### config.mk
export PLATFORM = sky130hd
export DESIGN_NAME = apb_bridge_fsm
export DESIGN_NICKNAME = d
export VERILOG_FILES = /design/src/rtl/apb_bridge_fsm_pkg.sv /design/src/rtl/apb_sel_decode.sv /design/src/rtl/apb_bridge_fsm.sv
export SDC_FILE = /design/constraint.sdc
export NUM_CORES = 1
export LEC_CHECK = 0
export CAP_MARGIN = 20
export CORE_MARGIN = 2
export CORE_UTILIZATION = 25
export CTS_BUF_LIST = sky130_fd_sc_hd__clkbuf_16
export DETAILED_ROUTE_END_ITERATION = 8
export SYNTH_ARGS = -nofsm -noshare
export SYNTH_HDL_FRONTEND = slang
export SYNTH_SLANG_ARGS = --single-unit
### constraint.sdc
create_clock -name Hclk -period 2.4 [get_ports Hclk]
set_input_delay 0.24 -clock Hclk [delete_from_list [all_inputs] [get_ports Hclk]]
set_output_delay 0.24 -clock Hclk [all_outputs]
set_load 0.005 [all_outputs]
### src/rtl/apb_bridge_fsm_pkg.sv
// Shared types and constants for the AHB-to-APB bridge sequencer.
// Bus width, slave count, state encodings and AHB transfer/response codes.
package apb_bridge_fsm_pkg;

  localparam int WIDTH  = 32;
  localparam int SLAVES = 3;

  typedef enum logic [2:0] {
    ST_IDLE   = 3'd0,
    ST_WWAIT  = 3'd1,
    ST_SETUP  = 3'd2,
    ST_ACCESS = 3'd3,
    ST_ERR1   = 3'd4,
    ST_ERR2   = 3'd5
  } state_t;

  localparam logic [1:0] HTRANS_IDLE   = 2'b00;
  localparam logic [1:0] HTRANS_BUSY   = 2'b01;
  localparam logic [1:0] HTRANS_NONSEQ = 2'b10;
  localparam logic [1:0] HTRANS_SEQ    = 2'b11;

  localparam logic [1:0] HRESP_OKAY  = 2'b00;
  localparam logic [1:0] HRESP_ERROR = 2'b01;

  // Only NONSEQ and SEQ carry a real transfer; IDLE and BUSY are ignored.
  function automatic logic htrans_active(input logic [1:0] htrans);
    return (htrans == HTRANS_NONSEQ) || (htrans == HTRANS_SEQ);
  endfunction

endpackage

### src/rtl/apb_sel_decode.sv
// Combinational slave-index decoder: one-hot APB select plus a mapped flag
// for indices below the number of populated slaves.
module apb_sel_decode #(
  parameter int SEL_BITS = 2,
  parameter int NSLV     = 3
) (
  input  logic [SEL_BITS-1:0] idx_i,
  output logic [NSLV-1:0]     sel_o,
  output logic                mapped_o
);

  always_comb begin
    sel_o = '0;
    for (int i = 0; i < NSLV; i++) begin
      sel_o[i] = (idx_i == SEL_BITS'(i));
    end
    mapped_o = (int'(idx_i) < NSLV);
  end

endmodule

### src/rtl/apb_bridge_fsm.sv
// AHB-Lite to APB bridge sequencer: one transfer at a time through IDLE/SETUP/ACCESS.
// Optional APB_PREADY_EN adds a Pready input that stretches the ACCESS phase.
module apb_bridge_fsm
  import apb_bridge_fsm_pkg::*;
#(
  parameter int SEL_LSB  = 28,
  parameter int SEL_BITS = 2
) (
  input  logic              Hclk,
  input  logic              Hresetn,
  input  logic              Hsel,
  input  logic              Hready_in,
  input  logic [1:0]        Htrans,
  input  logic              Hwrite,
  input  logic [WIDTH-1:0]  Haddr,
  input  logic [WIDTH-1:0]  Hwdata,
  output logic              Hreadyout,
  output logic [1:0]        Hresp,
  output logic [WIDTH-1:0]  Hrdata,
  output logic [WIDTH-1:0]  Paddr_in,
  output logic              Pwrite_in,
  output logic              Penable_in,
  output logic [WIDTH-1:0]  Pwdata_in,
  output logic [SLAVES-1:0] Pselx_in,
  input  logic [WIDTH-1:0]  Prdata_in
`ifdef APB_PREADY_EN
  ,
  input  logic              Pready
`endif
);

  state_t             state_q, state_d;
  logic               hready_q, hready_d;
  logic [1:0]         hresp_q, hresp_d;
  logic [WIDTH-1:0]   hrdata_q, hrdata_d;
  logic [WIDTH-1:0]   paddr_q, paddr_d;
  logic               pwrite_q, pwrite_d;
  logic               penable_q, penable_d;
  logic [WIDTH-1:0]   pwdata_q, pwdata_d;
  logic [SLAVES-1:0]  psel_q, psel_d;
  logic [SLAVES-1:0]  slv_q, slv_d;

  logic               valid;
  logic               mapped;
  logic               access_done;
  logic [SLAVES-1:0]  dec_sel;

  apb_sel_decode #(
    .SEL_BITS (SEL_BITS),
    .NSLV     (SLAVES)
  ) u_sel_decode (
    .idx_i    (Haddr[SEL_LSB+SEL_BITS-1:SEL_LSB]),
    .sel_o    (dec_sel),
    .mapped_o (mapped)
  );

  assign valid = Hsel & Hready_in & htrans_active(Htrans);

`ifdef APB_PREADY_EN
  assign access_done = Pready;
`else
  assign access_done = 1'b1;
`endif

  always_comb begin
    state_d  = state_q;
    hrdata_d = hrdata_q;
    paddr_d  = paddr_q;
    pwrite_d = pwrite_q;
    pwdata_d = pwdata_q;
    slv_d    = slv_q;

    case (state_q)
      ST_IDLE, ST_ERR2: begin
        state_d = ST_IDLE;
        if (valid) begin
          if (!mapped) begin
            state_d = ST_ERR1;
          end else begin
            paddr_d  = Haddr;
            pwrite_d = Hwrite;
            slv_d    = dec_sel;
            state_d  = Hwrite ? ST_WWAIT : ST_SETUP;
          end
        end
      end
      ST_WWAIT: begin
        pwdata_d = Hwdata;
        state_d  = ST_SETUP;
      end
      ST_SETUP: state_d = ST_ACCESS;
      ST_ACCESS: begin
        if (access_done) begin
          state_d = ST_IDLE;
          if (!pwrite_q) hrdata_d = Prdata_in;
        end
      end
      ST_ERR1: state_d = ST_ERR2;
      default: state_d = ST_IDLE;
    endcase

    // Outputs are decoded from the next state so every one leaves a flop (Moore, registered).
    hready_d  = (state_d == ST_IDLE) || (state_d == ST_ERR2);
    hresp_d   = ((state_d == ST_ERR1) || (state_d == ST_ERR2)) ? HRESP_ERROR : HRESP_OKAY;
    penable_d = (state_d == ST_ACCESS);
    psel_d    = ((state_d == ST_SETUP) || (state_d == ST_ACCESS)) ? slv_d : '0;
  end

  always_ff @(posedge Hclk or negedge Hresetn) begin
    if (!Hresetn) begin
      state_q   <= ST_IDLE;
      hready_q  <= 1'b1;
      hresp_q   <= HRESP_OKAY;
      hrdata_q  <= '0;
      paddr_q   <= '0;
      pwrite_q  <= 1'b0;
      penable_q <= 1'b0;
      pwdata_q  <= '0;
      psel_q    <= '0;
      slv_q     <= '0;
    end else begin
      state_q   <= state_d;
      hready_q  <= hready_d;
      hresp_q   <= hresp_d;
      hrdata_q  <= hrdata_d;
      paddr_q   <= paddr_d;
      pwrite_q  <= pwrite_d;
      penable_q <= penable_d;
      pwdata_q  <= pwdata_d;
      psel_q    <= psel_d;
      slv_q     <= slv_d;
    end
  end

  assign Hreadyout  = hready_q;
  assign Hresp      = hresp_q;
  assign Hrdata     = hrdata_q;
  assign Paddr_in   = paddr_q;
  assign Pwrite_in  = pwrite_q;
  assign Penable_in = penable_q;
  assign Pwdata_in  = pwdata_q;
  assign Pselx_in   = psel_q;

endmodule
==> flow_summary.yaml, run 1 <==
drt:
  drt_iter0_drc: 50
  ant_nets: 0
  drt-pass1-iter-count: 4
  wl_um: 10410
  routed_via_density: 4.084
  routed-via-count: 2834
  routedWlPerCell_um: 15.00
  drc_errors: 0
logic_synthesis:
  syn-instance-count: 256
  postSynthAreaPerCell_um2: 16.91
  yosysSeqAreaShare_pct: 63.05
  syn_area_um2: 4328
  ys_seq_elements: 109
  yosysWarnings: 0
  syn-num-nets: 359
  synth.distinct_cells: 33
  synth_edf_count: 0
  synth_flop_cell: "dfrtp_1"
  async_flop_share_pct: 100.0
finish:
  final_cells: 694
  diodes: 0
  seq_area_um2: 2729
  area_growth_pct: 59.87
  drive_gt1_share_pct: 26.23
  nets: 568
  fillerInstances: 1586
  final_util_pct: 40.42
  mostFrequentLayoutCell: "clkdlybuf4s50_1"
  multiInputGateArea_um2: 1455
  final_cell_mix: "clkdlybuf4s50_1 (203), dfrtp_1 (108), mux2_2 (65), mux2_4 (28), clkbuf_16 (9)"
critical_path:
  reg2reg_to: "Paddr_in[14]"
  cp_slowest_cell: "dfrtp_1"
  max_stage_delay_ns: 0.64
  r2r_slack_ns: 0.41
  crit_chain: "xor2_4 > or3b_2 > buf_4 > mux2_4"
  end_kind: "register"
  worstRegToRegCells: 4
  crit_fanout: 9
  arrival_ns: 2.21
  critPathRequiredTime_ns: 2.62
  critPathKind: "reg2reg"
  start_kind: "register"
  r2r_start: "state_q[2]"
cts:
  ctsResizeCount: 0
  cts_sinks: 109
  post-cts-setup-buffers: 0
  cts_tree: "yes"
  clock_latency_ns: 0.34
  htree_levels: 3
  cts_hold_buf: 1
  clock-root-buffer: "clkbuf_16"
  clkTransAtPathRegs_ns: 0.07
  ctsLongestPathBuffers: 2
  cts_buffers: 9
placed_design:
  place_inst: 678
  dpl.hpwl_um: 7721
  gp_congestion: 0.7110
  port_buffers: 204
hold_path:
  holdCritPathClass: "in2reg"
  hold_depth: 2
  hp-start: "Prdata_in[6]"
  whs_endpoint: "Hrdata[6]"
timing:
  tns_ns: 0
  max_freq_mhz: 502.9
  relSlewSlack_pct: 48.62
  min_period_ns: 1.989
  period_share_pct: 82.85
  setup_viol: 0
  rsz0062_at_grt: "no"
  tightestPinTransition_ns: 0.7706
  hold_viol: 0
  drv_slew: 0
  fin_skew_ns: 0.007519
grt:
  track_usage_pct: 11.76
  overflow: 0
  grt_pass1_vias: 3132
  antenna_found_initial: 0
  grt_max_degree: 59
  grt_pass1_wl_um: 16530
die:
  die_w_um: 135.6
  die_h_um: 135.6
  start_util_pct: 25.29
  die_area_um2: 18380
  io_pins: 207
  core-area_um2: 17120
  rows: 48
run_status:
  status: "completed"
job:
  cap_violations: 0
power_and_ir_drop:
  powerDensity_nw_per_um2: 1233
  p_total_mw: 8.534
  ir_worst_vdd_uv: 536.3
  power.leakage_nw: 2.942
area by class of cell:
type	count	area share [%]
clock buffers	9	3.255
flip-flops and latches	109	39.44
multi-input cells	127	21.03
clock inverters	6	1.266
inverters	5	0.2712
well taps	225	4.069
repair buffers	213	30.67
state kept, by name, summed over array words and instances (netlist names):
name and flops:
Hrdata 32, Paddr_in 32, Pwdata_in 32, Pselx_in 3, slv_q 3, state_q 3
Hreadyout 1, Hresp 1, Penable_in 1, Pwrite_in 1
worst max-delay path by stage:
stage	from	to	slack (ns)	cells after the start
finish	state_q[2]	Paddr_in[14]	0.41	4
global route	state_q[2]	Paddr_in[14]	0.34	4
CTS	state_q[2]	Paddr_in[14]	0.40	4
detailed placement	Hsel	Paddr_in[14]	0.30	5
global placement	Hready_in	Paddr_in[14]	0.32	5
floorplan	state_q[0]	Paddr_in[0]	0.64	6
cell usage after synthesis, types with 2 or more instances:
cell       n  area, um^2
a21oi_1    2       10.01
mux2_2    65       732.0
xnor2_1    2       17.52
mux2_4    28       420.4
nor2_1     2       7.510
a32o_1     3       30.03
buf_2      6       30.03
o21a_1     2       15.01
inv_1      5       18.77
buf_6      4       45.04
buf_12     3       60.06
nor3_1     2       10.01
nand2_1    2       7.510
mux2_1     2       22.52
nand3_1    2       10.01
o32ai_1    2       17.52
dfrtp_1  108        2703
cells by family after synthesis:
logic type / synth area share (%)
buffers and inverters: 3.816
other: 0.08665
AND/OR/NAND/NOR: 2.544
AO/OA/AOI/OAI: 2.313
flip-flops: 63.05
XOR/XNOR: 1.041
multiplexers: 27.15
metrics by stage:
step                hold WS, ns  setup slack (ns)  area [um^2]
finish                   0.4901            0.4115         6919
CTS                      0.4699            0.3990         6919
floorplan              -0.05559            0.6445         4328
global route             0.4749            0.3384         6919
detailed placement       0.3691            0.2997         6596
global placement         0.3680            0.3166         6596
routing by layer:
layer  global-route usage, %  share of wire (%)
met1                   13.75                 40
met2                   19.47                 50
met3                   4.676                8.7
met4                   4.398                1.4
met5                       0                  0
critical path, delay by kind of cell, from the launching register on:
kind,cells,cell delay (ns)
simple gates,1,0.55
flops,1,0.64
xor+xnor,1,0.15
mux,1,0.31
buf+inv,1,0.22
where the power goes:
group	switching, mW	internal (mW)	total, mW
Clock	0.657	0.911	1.57
Combinational	1.03	2.64	3.68
Sequential	0.529	2.76	3.29
No activity file was read; power rests on OpenSTA's default activity.
==> inputs of run 2 (changes only) <==
==> constraint.sdc (replaced) <==
create_clock -name Hclk -period 1.9 [get_ports Hclk]
set_input_delay 0.19 -clock Hclk [delete_from_list [all_inputs] [get_ports Hclk]]
set_output_delay 0.19 -clock Hclk [all_outputs]
set_load 0.005 [all_outputs]
==> run 2 against run 1 <==
Net effect: worst setup slack got worse by 0.35 ns; critical path depth unchanged; sequential cell count unchanged; utilization increased by 0.31 points; final cell count increased by 1.0%; clock-buffer cell count unchanged; maximum frequency increased by 8.3%; global-route usage decreased by 0.34 points; clock skew decreased by 0.0018 ns; non-clock buffer count increased by 7; sequential power increased by 24%.
==> flow_summary.yaml, run 2 (same netlist as run 1, synthesis figures left out) <==
finish:
  final_cell_mix: "clkdlybuf4s50_1 (203), dfrtp_1 (108), mux2_2 (65), mux2_4 (28), buf_4 (12)"
  drive_gt1_share_pct: 26.47
  nets: 575
  final_cells: 701
  mostFrequentLayoutCell: "clkdlybuf4s50_1"
  area_growth_pct: 61.09
  final_area_um2: 6972
  diodes: 0
drt:
  drt-pass1-iter-count: 4
  routed-via-count: 2833
  drc_errors: 0
  routedWlPerCell_um: 14.58
  drt_iter0_drc: 93
  wl_um: 10220
  routed_via_density: 4.041
  ant_nets: 0
critical_path:
  critPathRequiredTime_ns: 2.13
  crit_family: "simple AND/OR/NAND/NOR gates"
  max_stage_delay_ns: 0.53
  crit_chain: "xor2_4 > or3b_2 > buf_4 > mux2_4"
  crit_fanout: 9
  cp_slowest_cell: "or3b_2"
  start_kind: "register"
  critPathBufInv: 1
  arrival_ns: 2.06
  critPathKind: "reg2reg"
  r2r_slack_ns: 0.06
  end_kind: "register"
power_and_ir_drop:
  powerDensity_nw_per_um2: 1528
  ir_worst_vdd_uv: 693.7
  power.leakage_nw: 2.981
  p_total_mw: 10.65
placed_design:
  place_inst: 685
  place_area_um2: 6686
  port_buffers: 204
  gp_congestion: 0.7014
  dpl.hpwl_um: 7552
  preCtsSetupSlack_ns: -0.1257
cts:
  clkTransAtPathRegs_ns: 0.07
  clock-root-buffer: "clkbuf_16"
  ctsLongestPathBuffers: 2
  post-cts-setup-buffers: 0
  clock_latency_ns: 0.34
  cts_tree: "yes"
  cts_buffers: 9
  cts_sinks: 109
  htree_levels: 3
  ctsResizeCount: 0
die:
  rows: 48
  start_util_pct: 25.29
  die_area_um2: 18380
  core-area_um2: 17120
  die_h_um: 135.6
  io_pins: 207
  die_w_um: 135.6
timing:
  fin_skew_ns: 0.005674
  hold_viol: 0
  setup_ws_ns: 0.06430
  period_share_pct: 96.62
  max_freq_mhz: 544.8
  min_period_ns: 1.836
  drv_slew: 0
  tns_ns: 0
  setup_viol: 0
  rsz0062_at_grt: "no"
grt:
  track_usage_pct: 11.42
  overflow: 0
  antenna_found_initial: 0
  grt_max_degree: 39
  grt_pass1_vias: 3047
  gr-usage-met3_pct: 3.554
  top_usage_layer: "met2"
  grt_util_met1_pct: 13.18
  grt_pass1_wl_um: 16040
  grt_use_met2_pct: 19.16
run_status:
  status: "completed"
job:
  cap_violations: 0
hold_path:
  holdCritPathClass: "in2async"
==> run 2: changes by cell type in the layout (fill, tap and decap cells not counted) <==
cell and change:
inv_1 +4, clkinv_4 -1, buf_12 +3, inv_6 -1, clkinv_2 -1, buf_4 +4
bufinv_16 -1
==> run 2: metrics by stage <==
stage	hold slack (ns)	utilization (%)
3_5_place_dp	0.04995	39.06
3_3_place_gp	0.04840	39.06
6_report	0.2307	40.73
5_1_grt	0.2541	40.73
2_1_floorplan	-0.1056	-
4_1_cts	0.2095	40.73
==> run 2: power by group <==
part,switching [mW],total (mW),internal (mW),leakage [nW]
logic,1.36,4.78,3.42,1.52
registers,0.602,4.09,3.49,1.31
clock network,0.789,1.78,0.995,0.150
total,2.75,10.7,7.90,2.98
==> run 2: metal layers <==
| layer | up-vias | wire, um |
|---|---|---|
| li1 | 1329 | - |
| met1 | 1375 | 4092 |
| met2 | 116 | 5071 |
| met3 | 13 | 805 |
| met4 | 0 | 251 |
| met5 | - | 0 |
==> run 2: path summary, 6_finish.rpt <==
| check | from | end | cells past startpoint |
|---|---|---|---|
| min reg2reg | Hrdata[6] | Hrdata[6] | 1 |
| max in group asynchronous | Hresetn | Hrdata[15] | 3 |
| max | state_q[0] | Paddr_in[10] | 4 |
| min | Hresetn | Pwdata_in[20] | 2 |
| max reg2reg | state_q[0] | Paddr_in[10] | 4 |
| min in group Hclk | Prdata_in[6] | Hrdata[6] | 2 |
==> run 2: timing repair <==
item,4_1_cts,5_1_grt
endpoints found under the setup margin,0,0
hold buffers,1,0
endpoints found under the hold margin,47,0
==> run 2: final cells by class <==
cell class	instances	area [um^2]
Sequential cell	109	2729
Inverter	5	18.77
Clock buffer	9	225.2
Fill cell	1597	10140
Clock inverter	6	50.05
Timing Repair Buffer	220	2212
Multi-Input combinational cell	127	1455
Tap cell	225	281.5
==> run 2: worst register-to-register path: stages (launching register included) <==
cell,delay (ns)
dfrtp_1,0.45
xor2_4,0.22
or3b_2,0.53
buf_4,0.22
mux2_4,0.31
